## src/rtl/uart_pkg.sv

```systemverilog
// Shared UART definitions: receiver state encoding and frame geometry.
package uart_pkg;

  typedef enum logic [1:0] {
    IDLE,
    START,
    DATA,
    STOP
  } rx_state_t;

  localparam int UART_DEFAULT_CLKS_PER_BIT = 868;
  localparam int UART_DATA_BITS            = 8;

endpackage

```

## src/rtl/uart_sync2.sv

```systemverilog
// Two-flop synchroniser for an asynchronous input; RESET_VAL is the line's idle level.
module uart_sync2 #(
  parameter logic RESET_VAL = 1'b1
) (
  input  logic clk,
  input  logic rst,
  input  logic d_i,
  output logic q_o
);

  logic meta_q;
  logic sync_q;

  always_ff @(posedge clk or negedge rst) begin
    if (!rst) begin
      meta_q <= RESET_VAL;
      sync_q <= RESET_VAL;
    end else begin
      meta_q <= d_i;
      sync_q <= meta_q;
    end
  end

  assign q_o = sync_q;

endmodule

```

## src/rtl/uart_rx_ctrl.sv

```systemverilog
// UART receive sequencer: qualifies the start bit, strobes 8 mid-bit samples into
// an external LSB-first shift register, checks the stop bit and hands off via valid/ready.
module uart_rx_ctrl
  import uart_pkg::*;
#(
  parameter int CLKS_PER_BIT = UART_DEFAULT_CLKS_PER_BIT
) (
  input  logic clk,
  input  logic rst,
  input  logic rx,
  output logic shift,
  output logic sipo_in,
  output logic rx_valid,
  input  logic rx_ready,
  output logic framing_err,
  output logic overrun_err,
  output logic busy
);

  localparam int              CNT_W    = $clog2(CLKS_PER_BIT);
  localparam logic [CNT_W-1:0] CNT_FULL = CNT_W'(CLKS_PER_BIT - 1);
  localparam logic [CNT_W-1:0] CNT_HALF = CNT_W'(CLKS_PER_BIT / 2 - 1);
  localparam logic [CNT_W-1:0] CNT_ONE  = CNT_W'(1);
  localparam logic [2:0]       LAST_BIT = 3'(UART_DATA_BITS - 1);

  logic rxs;

  rx_state_t        state_q, state_d;
  logic [CNT_W-1:0] cnt_q, cnt_d;
  logic [2:0]       bit_idx_q, bit_idx_d;
  logic             shift_q, shift_d;
  logic             sipo_in_q, sipo_in_d;
  logic             rx_valid_q, rx_valid_d;
  logic             framing_q, framing_d;
  logic             overrun_q, overrun_d;
  logic             busy_q, busy_d;

  uart_sync2 #(
    .RESET_VAL(1'b1)
  ) u_sync (
    .clk(clk),
    .rst(rst),
    .d_i(rx),
    .q_o(rxs)
  );

  always_ff @(posedge clk or negedge rst) begin
    if (!rst) begin
      state_q    <= IDLE;
      cnt_q      <= '0;
      bit_idx_q  <= '0;
      shift_q    <= 1'b0;
      sipo_in_q  <= 1'b0;
      rx_valid_q <= 1'b0;
      framing_q  <= 1'b0;
      overrun_q  <= 1'b0;
      busy_q     <= 1'b0;
    end else begin
      state_q    <= state_d;
      cnt_q      <= cnt_d;
      bit_idx_q  <= bit_idx_d;
      shift_q    <= shift_d;
      sipo_in_q  <= sipo_in_d;
      rx_valid_q <= rx_valid_d;
      framing_q  <= framing_d;
      overrun_q  <= overrun_d;
      busy_q     <= busy_d;
    end
  end

  always_comb begin
    state_d    = state_q;
    cnt_d      = cnt_q;
    bit_idx_d  = bit_idx_q;
    shift_d    = 1'b0;
    sipo_in_d  = 1'b0;
    framing_d  = 1'b0;
    overrun_d  = 1'b0;
    rx_valid_d = rx_valid_q;

    if (rx_valid_q && rx_ready) begin
      rx_valid_d = 1'b0;
    end

    unique case (state_q)
      IDLE: begin
        if (!rxs) begin
          cnt_d   = CNT_HALF;
          state_d = START;
        end
      end

      START: begin
        if (cnt_q == '0) begin
          if (!rxs) begin
            cnt_d     = CNT_FULL;
            bit_idx_d = '0;
            state_d   = DATA;
          end else begin
            state_d = IDLE;
          end
        end else begin
          cnt_d = cnt_q - CNT_ONE;
        end
      end

      DATA: begin
        if (cnt_q == '0) begin
          shift_d   = 1'b1;
          sipo_in_d = rxs;
          cnt_d     = CNT_FULL;
          // First strobe of a new frame overwrites the sipo: an unaccepted byte is lost here.
          if (bit_idx_q == '0 && rx_valid_q && !rx_ready) begin
            overrun_d  = 1'b1;
            rx_valid_d = 1'b0;
          end
          if (bit_idx_q == LAST_BIT) begin
            state_d = STOP;
          end else begin
            bit_idx_d = bit_idx_q + 3'd1;
          end
        end else begin
          cnt_d = cnt_q - CNT_ONE;
        end
      end

      STOP: begin
        if (cnt_q == '0) begin
          if (rxs) begin
            rx_valid_d = 1'b1;
          end else begin
            framing_d = 1'b1;
          end
          state_d = IDLE;
        end else begin
          cnt_d = cnt_q - CNT_ONE;
        end
      end

      default: state_d = IDLE;
    endcase

    busy_d = (state_d != IDLE);
  end

  assign shift       = shift_q;
  assign sipo_in     = sipo_in_q;
  assign rx_valid    = rx_valid_q;
  assign framing_err = framing_q;
  assign overrun_err = overrun_q;
  assign busy        = busy_q;

endmodule

```

## config.mk

```make
export PLATFORM = sky130hd
export DESIGN_NAME = uart_rx_ctrl
export DESIGN_NICKNAME = d
export VERILOG_FILES = /design/src/rtl/uart_pkg.sv /design/src/rtl/uart_sync2.sv /design/src/rtl/uart_rx_ctrl.sv
export SDC_FILE = /design/constraint.sdc
export NUM_CORES = 1
export LEC_CHECK = 0
export BUFFER_PORTS_ARGS = -buffer_cell sky130_fd_sc_hd__buf_4
export CORE_UTILIZATION = 43
export CTS_CLUSTER_SIZE = 8
export DETAILED_ROUTE_END_ITERATION = 8
export RECOVER_POWER = 100
export SYNTH_ARGS = -nofsm -noshare
export SYNTH_HDL_FRONTEND = slang
export SYNTH_SLANG_ARGS = --single-unit
```

## constraint.sdc

```tcl
create_clock -name clk -period 2.9 [get_ports clk]
set_input_delay 0.58 -clock clk [delete_from_list [all_inputs] [get_ports clk]]
set_output_delay 0.58 -clock clk [all_outputs]
set_load 0.03 [all_outputs]
```

==> results of run 1 <==
==> final cells by class <==
cell class                      count  area [sq um]  share of cell area (%)
Timing Repair Buffer               10          48.8                    3.41
Clock inverter                      1          7.51                   0.525
Inverter                           13          48.8                    3.41
Clock buffer                        3          22.5                    1.57
Sequential cell                    23           578                    40.4
Tap cell                           44          55.1                    3.85
Multi-Input combinational cell    102           669                    46.8
==> state kept, by name (all words and copies together) (netlist names) <==
name and count:
busy 1, state_q 2, rx_valid 1, u_sync.q_o 1, cnt_q 10, u_sync.meta_q 1, overrun_err 1, shift 1
bit_idx_q 3, sipo_in 1, framing_err 1
==> logic make-up (layout without fill, tap and decap cells) <==
family / count (synthesis) / after routing / share of synthesized area [%]
buf+inv: 22 / 27 / 7.61
fa+ha+maj: 10 / 10 / 9.17
flops: 23 / 23 / 42.4
compound gates: 47 / 47 / 23.9
simple gates: 45 / 45 / 17.0
==> Yosys cell counts (2+ instances only) <==
| cell | count |
|---|---|
| dfrtp_1 | 21 |
| o21ai_0 | 16 |
| inv_1 | 13 |
| ha_1 | 10 |
| nand2_1 | 9 |
| nor2_1 | 9 |
| a21oi_1 | 8 |
| nor3_1 | 7 |
| a31oi_1 | 4 |
| clkbuf_1 | 4 |
| nand3_1 | 4 |
| a21o_1 | 3 |
| nor4_1 | 3 |
| or3_1 | 3 |
| a2111oi_0 | 2 |
| buf_6 | 2 |
| dfstp_2 | 2 |
| nand2b_1 | 2 |
| o22a_1 | 2 |
==> cell usage in the layout, fill, tap and decap left out, types with 2 or more instances in the layout <==
| master | instances |
|---|---|
| or3_1 | 3 |
| nand2_1 | 9 |
| ha_1 | 10 |
| nand3_1 | 4 |
| nor4_1 | 3 |
| inv_1 | 13 |
| clkbuf_1 | 7 |
| a211oi_1 | 2 |
| o21ai_0 | 16 |
| buf_4 | 2 |
| dfstp_2 | 2 |
| dfrtp_1 | 21 |
| nand2b_1 | 2 |
| nor2_1 | 9 |
| a31oi_1 | 4 |
| o22a_1 | 2 |
| a21o_1 | 3 |
| a21oi_1 | 8 |
| nor3_1 | 7 |
| clkbuf_4 | 4 |
| a2111oi_0 | 2 |
==> path summary, 6_finish.rpt <==
| check | startpoint | end |
|---|---|---|
| setup / recovery | cnt_q[0]$_DFFE_PN0P_ | bit_idx_q[2]$_DFFE_PN0P_ |
| hold / removal | rx | u_sync.meta_q$_DFF_PN1_ |
| setup reg to reg | cnt_q[0]$_DFFE_PN0P_ | bit_idx_q[2]$_DFFE_PN0P_ |
| hold reg to reg | u_sync.meta_q$_DFF_PN1_ | u_sync.q_o$_DFF_PN1_ |
| max in group asynchronous | rst | cnt_q[5]$_DFFE_PN0P_ |
| min in group asynchronous | rst | overrun_err$_DFF_PN0_ |
==> critical path: stages (launching register included) <==
cell and delay, ns:
dfrtp_1 0.42, inv_1 0.13, ha_1 0.15, or4b_1 0.54, or3_1 0.45, a211oi_1 0.56, nand3_1 0.15, o21ai_0 0.11
==> layer usage <==
metal | track usage, % | vias up
li1 | - | 537
met1 | 24.8 | 513
met2 | 26.1 | 19
met3 | 1.98 | 5
met4 | 5.10 | 0
met5 | 0 | -
==> through the flow <==
stage	utilization (%)	total power, mW	cells	hold slack [ns]	area (sq um)
after floorplan	-	0.332	147	0.284	1360
after global placement	47.5	0.342	192	0.347	1440
after detailed placement	47.5	0.342	192	0.349	1440
after CTS	48.5	0.497	196	0.130	1470
after global routing	47.2	0.513	196	0.328	1430
final	47.2	0.492	196	0.348	1430
==> power by group <==
group	internal, mW	total, mW	switching (mW)
Clock	0.0527	0.157	0.105
Sequential	0.323	0.325	0.00152
Combinational	0.00242	0.00962	0.00719
Total	0.378	0.492	0.113
==> impl_metrics.csv, run 1 <==
group,metric,value,unit
status,outcome,"complete, no violations",
timing,max_freq,0.390,GHz
detailed_routing,drt_first_pass_iters,4,
place,port_buffers,9,
grt,grt-ovfl-total,0,
place,place.gp.congestion,0.793,
grt,grt_pass1_wl,4430,um
detailed_routing,wl_met1,1270,um
grt,grtUsageTotal,16.8,%
detailed_routing,wl_met2,1170,um
floorplanning,io_pins,10,
detailed_routing,vias_per_cell,5.48,
timing,finalWorstSetupSlack,0.335,ns
place,place_ws,0.405,ns
clock_network,clk_latency,0.32,ns
job,drv_cap,0,
logic_synthesis,ys_warn_count,0,
floorplanning,core,3030,sq um
power_and_ir_drop,ir_drop,0.148,mV
detailed_routing,wl_per_cell,13.1,um
critical_path,startpoint_type,"flop",
layout,syn_to_final_growth,4.86,%
power_and_ir_drop,power.leakage,0.619,nW
clock_network,clock_sinks,23,
timing,drv_slew,0,
detailed_routing,met3_length,86,um
timing,final-setup-viol-count,0,
timing,slew_headroom,19.8,%
clock_network,clockBufferDepth,2,
logic_synthesis,yosys.area.top_type,"dfrtp_1",
detailed_routing,drc_errors,0,
clock_network,cts_htree_levels,1,
timing,fin_worst_skew,0.00886,ns
logic_synthesis,mappedNetlistArea,1360,sq um
logic_synthesis,yosys-top-cells-area,"dfrtp_1 39%, ha_1 9.2%, o21ai_0 5.9%",
detailed_routing,drtIter0Drc,34,
detailed_routing,ant_nets,0,
layout,nFillCells,287,
logic_synthesis,yosys.area.top_type_share,38.5,%
detailed_routing,wl,2560,um
floorplanning,die_x,58.3,um
logic_synthesis,ys_seq_elements,23,
floorplanning,die_area,3400,sq um
critical_path,critPathRequiredTime,3.15,ns
logic_synthesis,synth_cells,147,
logic_synthesis,synth_nets,161,
timing,finalHoldViolCount,0,
logic_synthesis,synth_area_per_cell,9.28,sq um
timing,layout_min_cycle_time,2.56,ns
clock_network,cts_setup_buffers,0,
critical_path,end_kind,"flop",
layout,nets,167,
clock_network,numCtsBuffers,3,
detailed_routing,top_layer_used,"met4",
grt,grt_max_degree,24,
critical_path,rrSetupSlack,0.34,ns
floorplanning,die_height,58.3,um
place,post-dp-hpwl,1880,um
timing,worst_slew_pin_slew,1.20,ns
detailed_routing,route.vias.total,1074,
timing,tns,0,ns
clock_network,hold_buffers,0,
layout,num_antenna_cells,0,
clock_network,cts_tree,"done",
timing,fin_crit_sh,88.4,%
timing,rsz0062_at_grt,"false",
grt,grt_pass1_vias,969,
critical_path,critical_path_class,"reg -> reg",
floorplanning,std_cell_rows,20,
floorplanning,start_util,45.0,%
critical_path,rr_worst_depth,7,
clock_network,cts-root-buf,"clkbuf_4",
critical_path,crit_fanout,7,
grt,antenna_found_initial,0,
logic_synthesis,synth_seq_area_share,42.4,%
clock_network,clk_pin_slew,0.14,ns
critical_path,critical_path_arrival,2.81,ns
logic_synthesis,synth-edff-count,0,
hold_path,holdPathStages,1,
layout,drive_above_1_share,9.21,%
logic_synthesis,async_flop_share,100,%
clock_network,ctsResizeCount,0,
logic_synthesis,ys.flop_type,"dfrtp_1",
power_and_ir_drop,power_density,344,nW/um^2
hold_path,hp-class,"in -> reg",
logic_synthesis,synth_cell_types,42,
Note: power is estimated with default switching activity, not from simulation.
==> run 2: changes to the inputs <==
CTS_BUF_LIST = sky130_fd_sc_hd__clkbuf_8   (was not set)
==> run 2 against run 1 <==
Combinational power is 0.4% higher. Final cell count did not move. Sequential share of layout area down 0.52 points. Largest power group unchanged.
==> impl_metrics.csv, run 2 (synthesized netlist as in run 1, its figures left out) <==
group,metric,value,unit
status,outcome,"complete, no violations",
critical_path,startpoint_type,"flop",
clock_network,cts_setup_buffers,0,
grt,antenna_found_initial,0,
layout,final_cell_mix,"21 x dfrtp_1, 16 x o21ai_0, 13 x inv_1",
critical_path,critical_path_class,"reg -> reg",
layout,drive_above_1_share,9.21,%
hold_path,hp-class,"reg -> reg",
critical_path,slowest_stage,"a211oi_1",
critical_path,critPathRequiredTime,3.09,ns
timing,fin_worst_skew,0.00175,ns
clock_network,clk_latency,0.26,ns
floorplanning,start_util,45.0,%
detailed_routing,vias_per_cell,5.44,
timing,tns,0,ns
clock_network,cts_htree_levels,1,
layout,seqCellArea,578,sq um
grt,grt_pass1_wl,4470,um
layout,top_regs,"cnt_q: 10 flops, bit_idx_q: 3 flops, state_q: 2 flops",
timing,whs,0.361,ns
floorplanning,std_cell_rows,20,
grt,grtUsageTotal,17.3,%
critical_path,path_cells,"inv_1, ha_1, or4b_1, or3_1, a211oi_1, nand3_1, o21ai_0",
timing,slew_headroom,19.5,%
floorplanning,die_x,58.3,um
clock_network,cts_tree,"done",
critical_path,end_kind,"flop",
timing,rsz0062_at_grt,"false",
timing,max_freq,0.390,GHz
layout,syn_to_final_growth,6.24,%
layout,top_register,"cnt_q",
timing,finalHoldViolCount,0,
layout,final_common_cell,"dfrtp_1",
grt,grt-ovfl-total,0,
detailed_routing,drtIter0Drc,20,
power_and_ir_drop,power_density,373,nW/um^2
floorplanning,die_height,58.3,um
critical_path,critical_path_arrival,2.75,ns
power_and_ir_drop,power.leakage,0.626,nW
floorplanning,core,3030,sq um
timing,final-setup-viol-count,0,
timing,drv_slew,0,
layout,largest_reg_flops,10,
timing,worst_slew_pin_slew,1.21,ns
detailed_routing,ant_nets,0,
clock_network,ctsResizeCount,0,
place,place.gp.congestion,0.793,
detailed_routing,wl_per_cell,13.1,um
critical_path,slowest_delay,0.56,ns
clock_network,numCtsBuffers,3,
clock_network,hold_buffers,0,
clock_network,clock_sinks,23,
detailed_routing,wl,2560,um
critical_path,crit_fanout,7,
power_and_ir_drop,ir_drop,0.179,mV
place,post-dp-hpwl,1880,um
clock_network,clk_pin_slew,0.09,ns
grt,grt_max_degree,24,
detailed_routing,drc_errors,0,
clock_network,clockBufferDepth,2,
layout,post-route-util,47.9,%
job,drv_cap,0,
detailed_routing,drt_first_pass_iters,4,
layout,multi_input_area,669,sq um
place,port_buffers,9,
timing,layout_min_cycle_time,2.57,ns
layout,num_antenna_cells,0,
floorplanning,io_pins,10,
timing,fin_crit_sh,88.5,%
clock_network,cts-root-buf,"clkbuf_8",
detailed_routing,route.vias.total,1067,
layout,nFillCells,286,
grt,grt_pass1_vias,971,
layout,nets,167,
floorplanning,die_area,3400,sq um
run 2: cell counts in the layout (fill, tap and decap cells not counted):
Identical to the previous run, type by type.
run 2: power breakdown:
group	switching (mW)	internal [mW]	total (mW)
Clock	0.108	0.0972	0.206
Combinational	0.00724	0.00242	0.00966
Sequential	0.00156	0.323	0.325
Total	0.117	0.423	0.540
run 2: path summary, 6_finish.rpt:
path	startpoint	end	slack, ns	cells past startpoint
setup / recovery	cnt_q[0]$_DFFE_PN0P_	bit_idx_q[2]$_DFFE_PN0P_	0.33	7
hold / removal	u_sync.meta_q$_DFF_PN1_	u_sync.q_o$_DFF_PN1_	0.36	0
setup reg to reg	cnt_q[0]$_DFFE_PN0P_	bit_idx_q[2]$_DFFE_PN0P_	0.33	7
hold reg to reg	u_sync.meta_q$_DFF_PN1_	u_sync.q_o$_DFF_PN1_	0.36	0
max in group asynchronous	rst	cnt_q[7]$_DFFE_PN0P_	1.65	1
min in group asynchronous	rst	overrun_err$_DFF_PN0_	0.54	1
run 2: cell type report:
cell class,count,area share [%]
well taps,44,3.80
multi-input cells,102,46.2
clock inverters,1,0.518
clock buffers,3,2.85
flip-flops and latches,23,39.9
inverters,13,3.37
repair buffers,10,3.37
run 2: worst max-delay path: cells and delay by family, from the launching register on:
family | cells | cell delay [ns]
simple gates | 3 | 1.14
fa+ha+maj | 1 | 0.15
flops | 1 | 0.40
compound gates | 2 | 0.66
buf+inv | 1 | 0.13
run 2: layer usage:
| metal | wire length [um] | part of all wire, % | track usage [%] |
|---|---|---|---|
| met5 | 0 | 0 | 0 |
| met2 | 1160 | 45 | 26.4 |
| met3 | 75 | 2.9 | 2.64 |
| met4 | 39 | 1.5 | 6.12 |
| met1 | 1290 | 50 | 25.1 |
run 2: through the flow:
| stage | std cells | setup slack, ns | power, mW | cell area, sq um |
|---|---|---|---|---|
| after detailed placement | 192 | 0.405 | 0.342 | 1440 |
| after global routing | 196 | 0.0915 | 0.564 | 1450 |
| after global placement | 192 | 0.512 | 0.342 | 1440 |
| final | 196 | 0.334 | 0.540 | 1450 |
| after CTS | 196 | 0.378 | 0.546 | 1490 |
| after floorplan | 147 | 0.740 | 0.332 | 1360 |
